<file path="config.mk">
export PLATFORM = sky130hd
export DESIGN_NAME = seq_det_sched_flat
export DESIGN_NICKNAME = d
export VERILOG_FILES = /design/src/rtl/seq_det_pkg.sv /design/src/rtl/seq_det_sched_if.sv /design/src/rtl/seq_det_1001.sv /design/src/rtl/seq_det_sched.sv /design/src/flat_wrapper.sv
export SDC_FILE = /design/constraint.sdc
export NUM_CORES = 1
export LEC_CHECK = 0
export CAP_MARGIN = 25
export CORE_UTILIZATION = 42
export DETAILED_ROUTE_END_ITERATION = 6
export PLACE_DENSITY_LB_ADDON = 0.15
export SYNTH_ARGS = -nofsm -noshare
export SYNTH_HDL_FRONTEND = slang
export SYNTH_SLANG_ARGS = --single-unit
export TNS_END_PERCENT = 20
</file>
<file path="constraint.sdc">
create_clock -name clk -period 1.7 [get_ports clk]
set_input_delay 0.34 -clock clk [delete_from_list [all_inputs] [get_ports clk]]
set_output_delay 0.34 -clock clk [all_outputs]
set_load 0.1 [all_outputs]
</file>
<file path="src/rtl/seq_det_pkg.sv">
// Shared types for the 1001 sequence-detector scheduler: FSM states,
// detector state encodings and the hit-counter width.
package seq_det_pkg;

  localparam int CNT_W = 4;

  typedef enum logic [1:0] {
    IDLE  = 2'd0,
    SHIFT = 2'd1,
    FLUSH = 2'd2,
    DONE  = 2'd3
  } sched_state_t;

  // Each state is named after the suffix of the pattern matched so far.
  typedef enum logic [2:0] {
    DET_S0    = 3'd0,
    DET_S1    = 3'd1,
    DET_S10   = 3'd2,
    DET_S100  = 3'd3,
    DET_S1001 = 3'd4
  } det_state_t;

endpackage

</file>
<file path="src/rtl/seq_det_sched_if.sv">
// Requester-side bus of the scheduler: request levels and words in,
// grant / done pulse / result out.
interface seq_det_sched_if
  import seq_det_pkg::*;
#(
  parameter int NCH = 4,
  parameter int DW  = 8
);

  logic [NCH-1:0]          req;
  logic [NCH-1:0][DW-1:0]  data;
  logic [NCH-1:0]          gnt;
  logic [NCH-1:0]          ack;
  logic [CNT_W-1:0]        res_cnt;
  logic [$clog2(NCH)-1:0]  res_ch;
  logic                    busy;

  modport master (
    output req, data,
    input  gnt, ack, res_cnt, res_ch, busy
  );

  modport slave (
    input  req, data,
    output gnt, ack, res_cnt, res_ch, busy
  );

endinterface

</file>
<file path="src/rtl/seq_det_1001.sv">
// Serial Moore detector for the pattern 1001, overlapping matches allowed.
// z is high only while the detector sits in the match state.
module seq_det_1001
  import seq_det_pkg::*;
(
  input  logic clk,
  input  logic rst,
  input  logic clr,
  input  logic w,
  output logic z
);

  det_state_t cur, nxt;

  always_ff @(posedge clk or negedge rst) begin
    if (!rst)     cur <= DET_S0;
    else if (clr) cur <= DET_S0;
    else          cur <= nxt;
  end

  // After a match the trailing 1 is reused as the leading 1 of the next hit.
  always_comb begin
    nxt = cur;
    case (cur)
      DET_S0:    nxt = w ? DET_S1 : DET_S0;
      DET_S1:    nxt = w ? DET_S1 : DET_S10;
      DET_S10:   nxt = w ? DET_S1 : DET_S100;
      DET_S100:  nxt = w ? DET_S1001 : DET_S0;
      DET_S1001: nxt = w ? DET_S1 : DET_S10;
      default:   nxt = DET_S0;
    endcase
  end

  assign z = (cur == DET_S1001);

endmodule

</file>
<file path="src/rtl/seq_det_sched.sv">
// Shares one 1001 detector among NCH requesters, one word per transaction.
// Define SEQ_DET_SCHED_RR_EN for round-robin arbitration; default is fixed priority.
module seq_det_sched
  import seq_det_pkg::*;
#(
  parameter int NCH = 4,
  parameter int DW  = 8
) (
  input  logic           clk,
  input  logic           rst,
  seq_det_sched_if.slave bus
);

  localparam int CHW = $clog2(NCH);
  localparam int BCW = $clog2(DW + 1);

  sched_state_t     state, state_nxt;
  logic [DW-1:0]    word;
  logic [BCW-1:0]   bit_cnt;
  logic [NCH-1:0]   gnt_q;
  logic [CHW-1:0]   ch_q;
  logic [CNT_W-1:0] cnt_q;
  logic             win_vld;
  logic [CHW-1:0]   win_idx;
  logic             grant;
  logic             det_clr;
  logic             det_z;

`ifdef SEQ_DET_SCHED_RR_EN
  localparam int SW = CHW + 1;
  logic [CHW-1:0] ptr;
  logic [SW-1:0]  cand;

  // Search starts at ptr and wraps; the first requester found wins.
  always_comb begin
    win_vld = 1'b0;
    win_idx = '0;
    cand    = '0;
    for (int k = 0; k < NCH; k++) begin
      cand = {1'b0, ptr} + SW'(k);
      if (cand >= SW'(NCH)) cand = cand - SW'(NCH);
      if (!win_vld && bus.req[cand[CHW-1:0]]) begin
        win_vld = 1'b1;
        win_idx = cand[CHW-1:0];
      end
    end
  end

  always_ff @(posedge clk or negedge rst) begin
    if (!rst)       ptr <= '0;
    else if (grant) ptr <= (win_idx == CHW'(NCH - 1)) ? '0 : win_idx + CHW'(1);
  end
`else
  always_comb begin
    win_vld = 1'b0;
    win_idx = '0;
    for (int k = 0; k < NCH; k++) begin
      if (!win_vld && bus.req[k]) begin
        win_vld = 1'b1;
        win_idx = CHW'(k);
      end
    end
  end
`endif

  assign grant = (state == IDLE) && win_vld;

  // The first SHIFT cycle holds the detector cleared, so the word occupies
  // the next DW cycles and ack lands DW+2 edges after the grant edge.
  always_comb begin
    state_nxt = state;
    det_clr   = 1'b0;
    case (state)
      IDLE: begin
        det_clr = 1'b1;
        if (win_vld) state_nxt = SHIFT;
      end
      SHIFT: begin
        det_clr = (bit_cnt == '0);
        if (bit_cnt == BCW'(DW)) state_nxt = FLUSH;
      end
      FLUSH:   state_nxt = DONE;
      DONE:    state_nxt = IDLE;
      default: state_nxt = IDLE;
    endcase
  end

  always_ff @(posedge clk or negedge rst) begin
    if (!rst) begin
      state   <= IDLE;
      word    <= '0;
      bit_cnt <= '0;
      gnt_q   <= '0;
      ch_q    <= '0;
      cnt_q   <= '0;
    end else begin
      state <= state_nxt;
      if (grant) begin
        word    <= bus.data[win_idx];
        ch_q    <= win_idx;
        gnt_q   <= NCH'(1) << win_idx;
        cnt_q   <= '0;
        bit_cnt <= '0;
      end
      if (state == SHIFT) begin
        bit_cnt <= bit_cnt + BCW'(1);
        if (bit_cnt != '0) word <= word << 1;
      end
      if ((state == SHIFT || state == FLUSH) && det_z && cnt_q != '1)
        cnt_q <= cnt_q + CNT_W'(1);
      if (state == DONE) gnt_q <= '0;
    end
  end

  seq_det_1001 u_det (
    .clk (clk),
    .rst (rst),
    .clr (det_clr),
    .w   (word[DW-1]),
    .z   (det_z)
  );

  assign bus.gnt     = gnt_q;
  assign bus.ack     = (state == DONE) ? gnt_q : '0;
  assign bus.res_cnt = cnt_q;
  assign bus.res_ch  = ch_q;
  assign bus.busy    = (state != IDLE);

endmodule
</file>
<file path="src/flat_wrapper.sv">
// flat-port wrapper written by rule: the top's interface ports become plain ports
module seq_det_sched_flat import seq_det_pkg::*;
#(
  parameter int NCH = 4,
  parameter int DW  = 8
)
  (clk, rst, bus_req, bus_data, bus_gnt, bus_ack, bus_res_cnt, bus_res_ch, bus_busy);
  seq_det_sched_if #(.NCH(NCH), .DW(DW)) bus_i ();
  input  logic clk;
  input  logic rst;
  input wire logic [$bits(bus_i.req)-1:0] bus_req;
  input wire logic [$bits(bus_i.data)-1:0] bus_data;
  output wire logic [$bits(bus_i.gnt)-1:0] bus_gnt;
  output wire logic [$bits(bus_i.ack)-1:0] bus_ack;
  output wire logic [$bits(bus_i.res_cnt)-1:0] bus_res_cnt;
  output wire logic [$bits(bus_i.res_ch)-1:0] bus_res_ch;
  output wire logic [$bits(bus_i.busy)-1:0] bus_busy;
  assign bus_i.req = bus_req;
  assign bus_i.data = bus_data;
  assign bus_gnt = bus_i.gnt;
  assign bus_ack = bus_i.ack;
  assign bus_res_cnt = bus_i.res_cnt;
  assign bus_res_ch = bus_i.res_ch;
  assign bus_busy = bus_i.busy;
  seq_det_sched #(.NCH(NCH), .DW(DW)) u_core (.clk(clk), .rst(rst), .bus(bus_i));
endmodule
</file>
# [Word level (Yosys, flattened, before mapping)]
# Index checks and enable logic that the tools add are counted.
[totals] register_bits=27 in_bits=38 output_inout_bits=15 wordCells=70
[op_classes] n_addsub=2 order_cmp=1 n_eq_ne=11 n_shift=1 muxes=28 reduce_logical=20
[ops] op="$mux 8" n=4
[ops] op="$mux 4" n=6
[ops] op="$bmux 8 s2" n=1
[ops] op="$mux 2" n=6
[ops] op="$pmux 3 s4" n=1
[ops] op="$add 4x1->4 const B" n=2
[ops] op="$pmux 2 s4" n=1
[ops] op="$reduce_bool 2->1" n=4
[ops] op="$eq 3x2->1 const B" n=2
[ops] op="$logic_and 1x1->1" n=6
[ops] op="$mux 1" n=6
[ops] op="$mux 3" n=2
[ops] op="$eq 2x2->1 const B" n=2
[ops] op="$eq 4x4->1 const B" n=1
[ops] op="$logic_not 4->1" n=1
[ops] op="$ne 2x1->1 const B" n=2
[ops] op="$ne 4x4->1 const B" n=1
[ops] op="$reduce_bool 4->1" n=1
[ops] op="$shl 1x2->4 const A" n=1
[ops] op="$eq 3x1->1 const B" n=1
[ops] op="$eq 3x3->1 const B" n=1
[ops] op="$logic_not 1->1" n=3
[ops] op="$logic_not 3->1" n=1
[ops] op="$lt 2x3->1 const B" n=1
[ops] op="6 further kinds" n=6

# [Logic depth before layout (Yosys ltp)]
# Gate-level depths: netlist of the first run.
[logic_depth] word_depth=15 ltp_mapped=7

# [Cells and area by module]
# From an unflattened synthesis of the first run, not the netlist that was laid out.
[unflattened] cells_unflattened=207 hier_area_um2=1815.5
[modules_own_cells] mod="seq_det_sched" instances=1 cells_per_inst=193 area_per_inst_um2=1674.1 seq_area_each_um2=600.6
[modules_own_cells] mod="seq_det_1001" instances=1 cells_per_inst=14 area_per_inst_um2=141.4 seq_area_each_um2=75.1

# [Worst setup path after synthesis of the first run]
# Ideal clock, no wire load.
[synth_timing] path_type="register -> output" start="register u_core.gnt_q[0] (netlist: u_core.bus.gnt[0])" end="output port bus_ack[0]" t_arrival_ps=1777 required_ps=1360 setup_slack_ps=-417 stages_incl_launch_ff=2 path_cell_list="dfrtp_1 > and2_1"
[synth_via] elab_chain_len=1
[synth_rtl] element="start, declared" line_no="seq_det_sched.sv:20" source="logic [NCH-1:0] gnt_q;"
[synth_rtl] element="start signal, assigned" line_no="seq_det_sched.sv:101" source="gnt_q <= NCH'(1) << win_idx;"
[synth_rtl] element="$mux 4" line_no="seq_det_sched.sv:124" source="assign bus.ack = (state == DONE) ? gnt_q : '0;"
[synth_rtl] element="end, declared" line_no="flat_wrapper.sv:14" source="output wire logic [$bits(bus_i.ack)-1:0] bus_ack;"
# Every way passes these cells.

# [Final worst setup path of the first run]
[layout_timing] start="register u_core.state[0]" end="output port bus_ack[0]"
[layout_via] elab_chain_len=2
[layout_rtl] element="start, declared" line_no="seq_det_sched.sv:17" source="sched_state_t state, state_nxt;"
[layout_rtl] element="start signal, assigned" line_no="seq_det_sched.sv:97" source="state <= state_nxt;"
[layout_rtl] element="$eq 2x2->1" line_no="seq_det_sched.sv:124"
[layout_rtl] element="$mux 4" line_no="seq_det_sched.sv:124"
# Every way passes these cells.

==> results.sh, run 1 <==
export IMPL_start_kind="flop"
export IMPL_synth_adder_area_share_pct=5.86
export IMPL_synth_mux_area_share_pct=1.25
export IMPL_numCtsBuffers=3
export IMPL_hp_class="in -> async"
export IMPL_yosys_warnings=0
export IMPL_setup_viol=0
export IMPL_syn_inst=192
export IMPL_wl_met3_um=229
export IMPL_ys_seq_area_share_pct=39.6
export IMPL_max_freq_mhz=605
export IMPL_slew_viol_final=0
export IMPL_r2r_slack_ps=110
export IMPL_ant_nets=0
export IMPL_wl_met1_mm=1.85
export IMPL_finalInstanceArea_um2=2650
export IMPL_max_vdd_ir_drop_mv=1.31
export IMPL_p_leak_nw=1.13
export IMPL_dp_hpwl_mm=3.49
export IMPL_synthArstFlopShare_pct=100
export IMPL_globalplace_congestion=0.824
export IMPL_route_met2_wl_mm=2.32
export IMPL_placed_cell_area_um2=2550
export IMPL_routed_wl_mm=4.42
export IMPL_synthXorXnorAreaFrac_pct=0.513
export IMPL_crit_fanout=8
export IMPL_final_common_cell="clkdlybuf4s50_1"
export IMPL_dieArea_um2=4330
export IMPL_layout_common_cells="clkdlybuf4s50_1, nor2_1, dfrtp_1"
export IMPL_dr_max_layer_used="met4"
export IMPL_rr_startpoint="u_core.state[0]"
export IMPL_reg2reg_depth=6
export IMPL_synth_area_um2=1710
export IMPL_grt_pass1_vias=1532
export IMPL_vias=1669
export IMPL_whs_ps=430
export IMPL_setup_tns_ps=0
export IMPL_viasPerCell=5.42
export IMPL_synth_simple_area_share_pct=20.7
export IMPL_critPathKind="reg -> out"
export IMPL_syn_to_final_growth_pct=54.9
export IMPL_start_util_pct=45.3
export IMPL_fin_ws_ps=46.5
export IMPL_finalNonFillerCells=308
export IMPL_ys_ff_latch=27
export IMPL_synth_area_per_cell_um2=8.90
export IMPL_tightest_slew_ps=343
export IMPL_crit_required_ps=1360
export IMPL_antenna_found_initial=0
export IMPL_clkTransAtPathRegs_ps=90
export IMPL_outcome="finished clean"
export IMPL_grt_start_max_net_pins=28
export IMPL_ctsHoldBuffers=0
export IMPL_grt_pass1_wl_mm=6.91
export IMPL_synth_compound_area_share_pct=26.6
export IMPL_max_slew_margin_pct=77.2
export IMPL_clkSinkCount=27
export IMPL_port_buffers=52
export IMPL_rsz0062_at_grt="yes"
export IMPL_synth_edf_count=0
export IMPL_ios=53
export IMPL_die_y_um=65.8
export IMPL_n_antenna_cell=0
export IMPL_synth_nets=238
export IMPL_synth_top_family_by_area="compound AO/OA/AOI/OAI gates"
export IMPL_die_w_um=65.8
export IMPL_skew_ps=4.88
export IMPL_remaining_drc_errors=0
export IMPL_core_area_um2=3770
export IMPL_place_ws_ps=-244
export IMPL_rows=22
export IMPL_drt_iter0_drc=98
export IMPL_drtPass1Iterations=4
export IMPL_placed_cells=303
export IMPL_track_usage_pct=20.8
export IMPL_cp_end_kind="output pin"
export IMPL_wl_per_cell_um=14.4
export IMPL_layout_min_cycle_time_ps=1650
export IMPL_layout_drive_gt1_share_pct=22.3
export IMPL_clk_latency_ps=270
export IMPL_cts_max_level=1
export IMPL_powerDensity_nw_per_um2=1600
export IMPL_synthFlopType="dfrtp_1"
export IMPL_fillCellCount=297
export IMPL_nNetsFinal=307
export IMPL_synthDistinctLibCells=40
export IMPL_cts_tree="yes"
export IMPL_r2r_end="u_core.bus.res_cnt[0]"
export IMPL_cts_root_buf="clkbuf_8"
export IMPL_finalCritPeriodShare_pct=97.3
export IMPL_overflow=0
export IMPL_final_hold_viol_count=0
export IMPL_cts_buffer_depth=2
export IMPL_arrival_ps=1310
export IMPL_max_cap_violations=0
timing repair:
item	4_1_cts	5_1_grt
buffers inserted	0	1
resized for setup	8	5
cloned	0	0
endpoints found under the hold margin	0	0
endpoints found under the setup margin	5	13
per-layer routing:
| layer | vias up | global-route usage [%] |
|---|---|---|
| li1 | 831 | - |
| met1 | 800 | 27.0 |
| met2 | 36 | 35.3 |
| met3 | 2 | 4.83 |
| met4 | 0 | 3.53 |
| met5 | - | 0 |
worst max path at each step:
stage / depth (start not counted) / slack [ps] / end / from
floorplan: 1 / -160 / bus_ack[2] / u_core.bus.gnt[2]
global placement: 5 / -200 / u_core.word[7] / bus_req[1]
detailed placement: 5 / -240 / u_core.word[2] / bus_req[1]
CTS: 5 / 3 / bus_busy / u_core.state[0]
global route: 3 / -30 / bus_ack[0] / u_core.state[0]
finish: 3 / 50 / bus_ack[0] / u_core.state[0]
critical path, stage by stage, from the launching register on:
cell and delay (ps):
dfrtp_1 410, ha_2 270, and2_2 190, buf_12 170
flip-flops by register name, summed over array words and instances (netlist names):
name                cells
u_core.u_det.cur        3
u_core.bus.res_cnt      4
u_core.bus.res_ch       2
u_core.bit_cnt          4
u_core.state            2
u_core.word             8
u_core.bus.gnt          4
through the flow:
stage,util [%],total power [mW]
3_3_place_gp,67.6,3.66
5_1_grt,70.1,4.49
4_1_cts,69.3,4.17
2_1_floorplan,-,2.76
6_report,70.1,4.22
3_5_place_dp,67.6,3.71
power by group:
group / internal, mW / total [mW] / switching [mW]
Sequential: 0.897 / 1.13 / 0.229
Combinational: 1.20 / 2.73 / 1.53
Clock: 0.168 / 0.366 / 0.198
Total: 2.26 / 4.22 / 1.96
area by class of cell:
cell class / count / area (um2) / area share [%]
Timing Repair Buffer: 76 / 863 / 32.6
Clock buffer: 4 / 45.0 / 1.70
Multi-Input combinational cell: 147 / 972 / 36.8
Inverter: 6 / 25.0 / 0.946
Tap cell: 48 / 60.1 / 2.27
Sequential cell: 27 / 679 / 25.7
Yosys cell counts (all sizes together), types with 3 or more instances:
cell type  number  area (um2)
o31ai           4        30.0
a22oi           7        52.6
a21oi           9        45.0
dfrtp          27         676
nand3b          4        30.0
inv             6        22.5
nand2b          5        31.3
nor2           28         105
buf             8        57.6
nand2          20        75.1
and2            5        31.3
nor3            3        15.0
o21ai          15        75.1
a22o            7        61.3
ha              8         100
nor2b           3        18.8
clkbuf          4        15.0
o2111ai         6        52.6
cells by family (layout without fill, tap and decap cells):
family	after synthesis	in the layout
flops	27	27
mux	2	2
compound gates	62	62
xor+xnor	1	1
buf+inv	18	86
simple gates	74	74
fa+ha+maj	8	8
Note: power is estimated with default switching activity, not from simulation.
==> inputs of run 2 (changes only) <==
--- a/config.mk
+++ b/config.mk
@@ -6,7 +6,7 @@
 export NUM_CORES = 1
 export LEC_CHECK = 0
 export CAP_MARGIN = 25
-export CORE_UTILIZATION = 42
+export CORE_UTILIZATION = 45
 export DETAILED_ROUTE_END_ITERATION = 6
 export PLACE_DENSITY_LB_ADDON = 0.15
 export SYNTH_ARGS = -nofsm -noshare
==> constraint.sdc (replaced) <==
create_clock -name clk -period 1.8 [get_ports clk]
set_input_delay 0.36 -clock clk [delete_from_list [all_inputs] [get_ports clk]]
set_output_delay 0.36 -clock clk [all_outputs]
set_load 0.1 [all_outputs]
==> run 2 against run 1 <==
  * Combinational power fell by 7%
  * Routed wire length increased by 0.77%
  * Core utilization increased by 1.3 points
  * Sequential share of layout area up 0.19 points
  * Global-route usage increased by 2.7 points
  * Via count grew 0.18%
  * Largest cell class unchanged
  * Count of clock-buffer cells in the layout decreased by 1
  * Final area fell by 1.1%
  * Critical path depth up 2
==> results.sh, run 2 (synthesis gave the netlist of run 1 again) <==
export IMPL_outcome="finished clean"
export IMPL_rsz0062_at_grt="no"
export IMPL_track_usage_pct=23.5
export IMPL_ios=53
export IMPL_final_util_pct=71.5
export IMPL_ant_nets=0
export IMPL_start_util_pct=46.7
export IMPL_die_w_um=63.6
export IMPL_arrival_ps=1390
export IMPL_rows=22
export IMPL_n_antenna_cell=0
export IMPL_dp_hpwl_mm=3.53
export IMPL_cts_buffer_depth=2
export IMPL_cp_end_kind="output pin"
export IMPL_max_freq_mhz=573
export IMPL_grt_pass1_wl_mm=7.42
export IMPL_skew_ps=3.92
export IMPL_crit_required_ps=1440
export IMPL_endpoint="bus_busy"
export IMPL_cts_max_level=1
export IMPL_clkTransAtPathRegs_ps=90
export IMPL_numCtsBuffers=3
export IMPL_clk_latency_ps=270
export IMPL_vias=1672
export IMPL_start_kind="flop"
export IMPL_fillCellCount=280
export IMPL_drt_iter0_drc=83
export IMPL_critPathKind="reg -> out"
export IMPL_whs_ps=454
export IMPL_dr_max_layer_used="met4"
export IMPL_die_y_um=63.6
export IMPL_port_buffers=52
export IMPL_setup_viol=0
export IMPL_viasPerCell=5.45
export IMPL_startpoint="u_core.state[0]"
export IMPL_wl_per_cell_um=14.5
export IMPL_largest_reg_flops=8
export IMPL_route_met2_wl_mm=2.30
export IMPL_core_area_um2=3660
export IMPL_r2r_end="u_core.word[0]"
export IMPL_wl_met3_um=177
export IMPL_hp_class="in -> async"
export IMPL_final_common_cell="clkdlybuf4s50_1"
export IMPL_r2r_slack_ps=110
export IMPL_max_slew_margin_pct=68.5
export IMPL_clkSinkCount=27
export IMPL_cts_tree="yes"
export IMPL_ctsHoldBuffers=0
export IMPL_nNetsFinal=306
export IMPL_place_ws_ps=-158
export IMPL_max_vdd_ir_drop_mv=1.03
export IMPL_layout_drive_gt1_share_pct=20.1
export IMPL_overflow=0
export IMPL_reg2reg_depth=5
export IMPL_powerDensity_nw_per_um2=1510
export IMPL_grt_start_max_net_pins=28
export IMPL_routed_wl_mm=4.46
export IMPL_layout_min_cycle_time_ps=1750
export IMPL_final_hold_viol_count=0
export IMPL_tightest_slew_ps=473
export IMPL_wl_met1_mm=1.87
export IMPL_slew_viol_final=0
export IMPL_p_leak_nw=1.12
export IMPL_syn_to_final_growth_pct=53.2
export IMPL_layout_common_cells="clkdlybuf4s50_1, nor2_1, dfrtp_1"
export IMPL_fin_ws_ps=53.5
export IMPL_drtPass1Iterations=6
export IMPL_globalplace_congestion=0.795
export IMPL_dieArea_um2=4050
export IMPL_antenna_found_initial=0
export IMPL_remaining_drc_errors=0
export IMPL_max_cap_violations=0
export IMPL_grt_pass1_vias=1674
export IMPL_setup_tns_ps=0
export IMPL_crit_fanout=14
export IMPL_finalCritPeriodShare_pct=97.0
export IMPL_cts_root_buf="clkbuf_8"
export IMPL_regMostFlops="u_core.word"
export IMPL_rr_startpoint="u_core.state[0]"
[run 2: repair_timing]
action                     CTS  global route
gates resized for setup      5             2
setup buffers                1             1
setup endpoints to repair    1             4
[run 2: metrics by stage]
stage,area (um2),power (mW),std cells
CTS,2590,3.90,306
finish,2620,3.96,307
detailed placement,2530,3.49,301
global placement,2530,3.43,301
global route,2620,4.23,307
floorplan,1710,2.60,192
[run 2: worst min path at each step]
stage | end | slack [ps] | cells after the start
6_report | u_core.bus.res_cnt[3] | 450 | 2
5_1_grt | u_core.word[2] | 470 | 2
4_1_cts | u_core.word[2] | 470 | 2
3_5_place_dp | u_core.word[6] | 510 | 2
3_3_place_gp | u_core.word[2] | 490 | 1
2_1_floorplan | u_core.bit_cnt[0] | 60 | 0
[run 2: cell type report]
class | instances | area (um2) | area share (%)
Clock buffer | 3 | 41.3 | 1.58
Clock inverter | 1 | 5.00 | 0.191
Timing Repair Buffer | 75 | 856 | 32.7
Sequential cell | 27 | 677 | 25.9
Multi-Input combinational cell | 147 | 955 | 36.5
Tap cell | 48 | 60.1 | 2.30
Inverter | 6 | 22.5 | 0.861
[run 2: worst max-delay path, stage by stage, from the launching register on]
cell and delay, ps:
dfrtp_1 400, inv_2 90, ha_4 180, buf_12 140, inv_1 110, buf_12 180
[run 2: layer usage]
metal	up-vias	global-route usage [%]
met2	43	42.4
li1	825	-
met3	11	3.99
met5	-	0
met1	793	27.5
met4	0	8.24
[run 2: where the power goes]
part	switching (mW)	internal, mW	leakage (nW)
clock network	0.193	0.155	0.0255
registers	0.222	0.843	0.343
logic	1.44	1.10	0.755
total	1.85	2.10	1.12
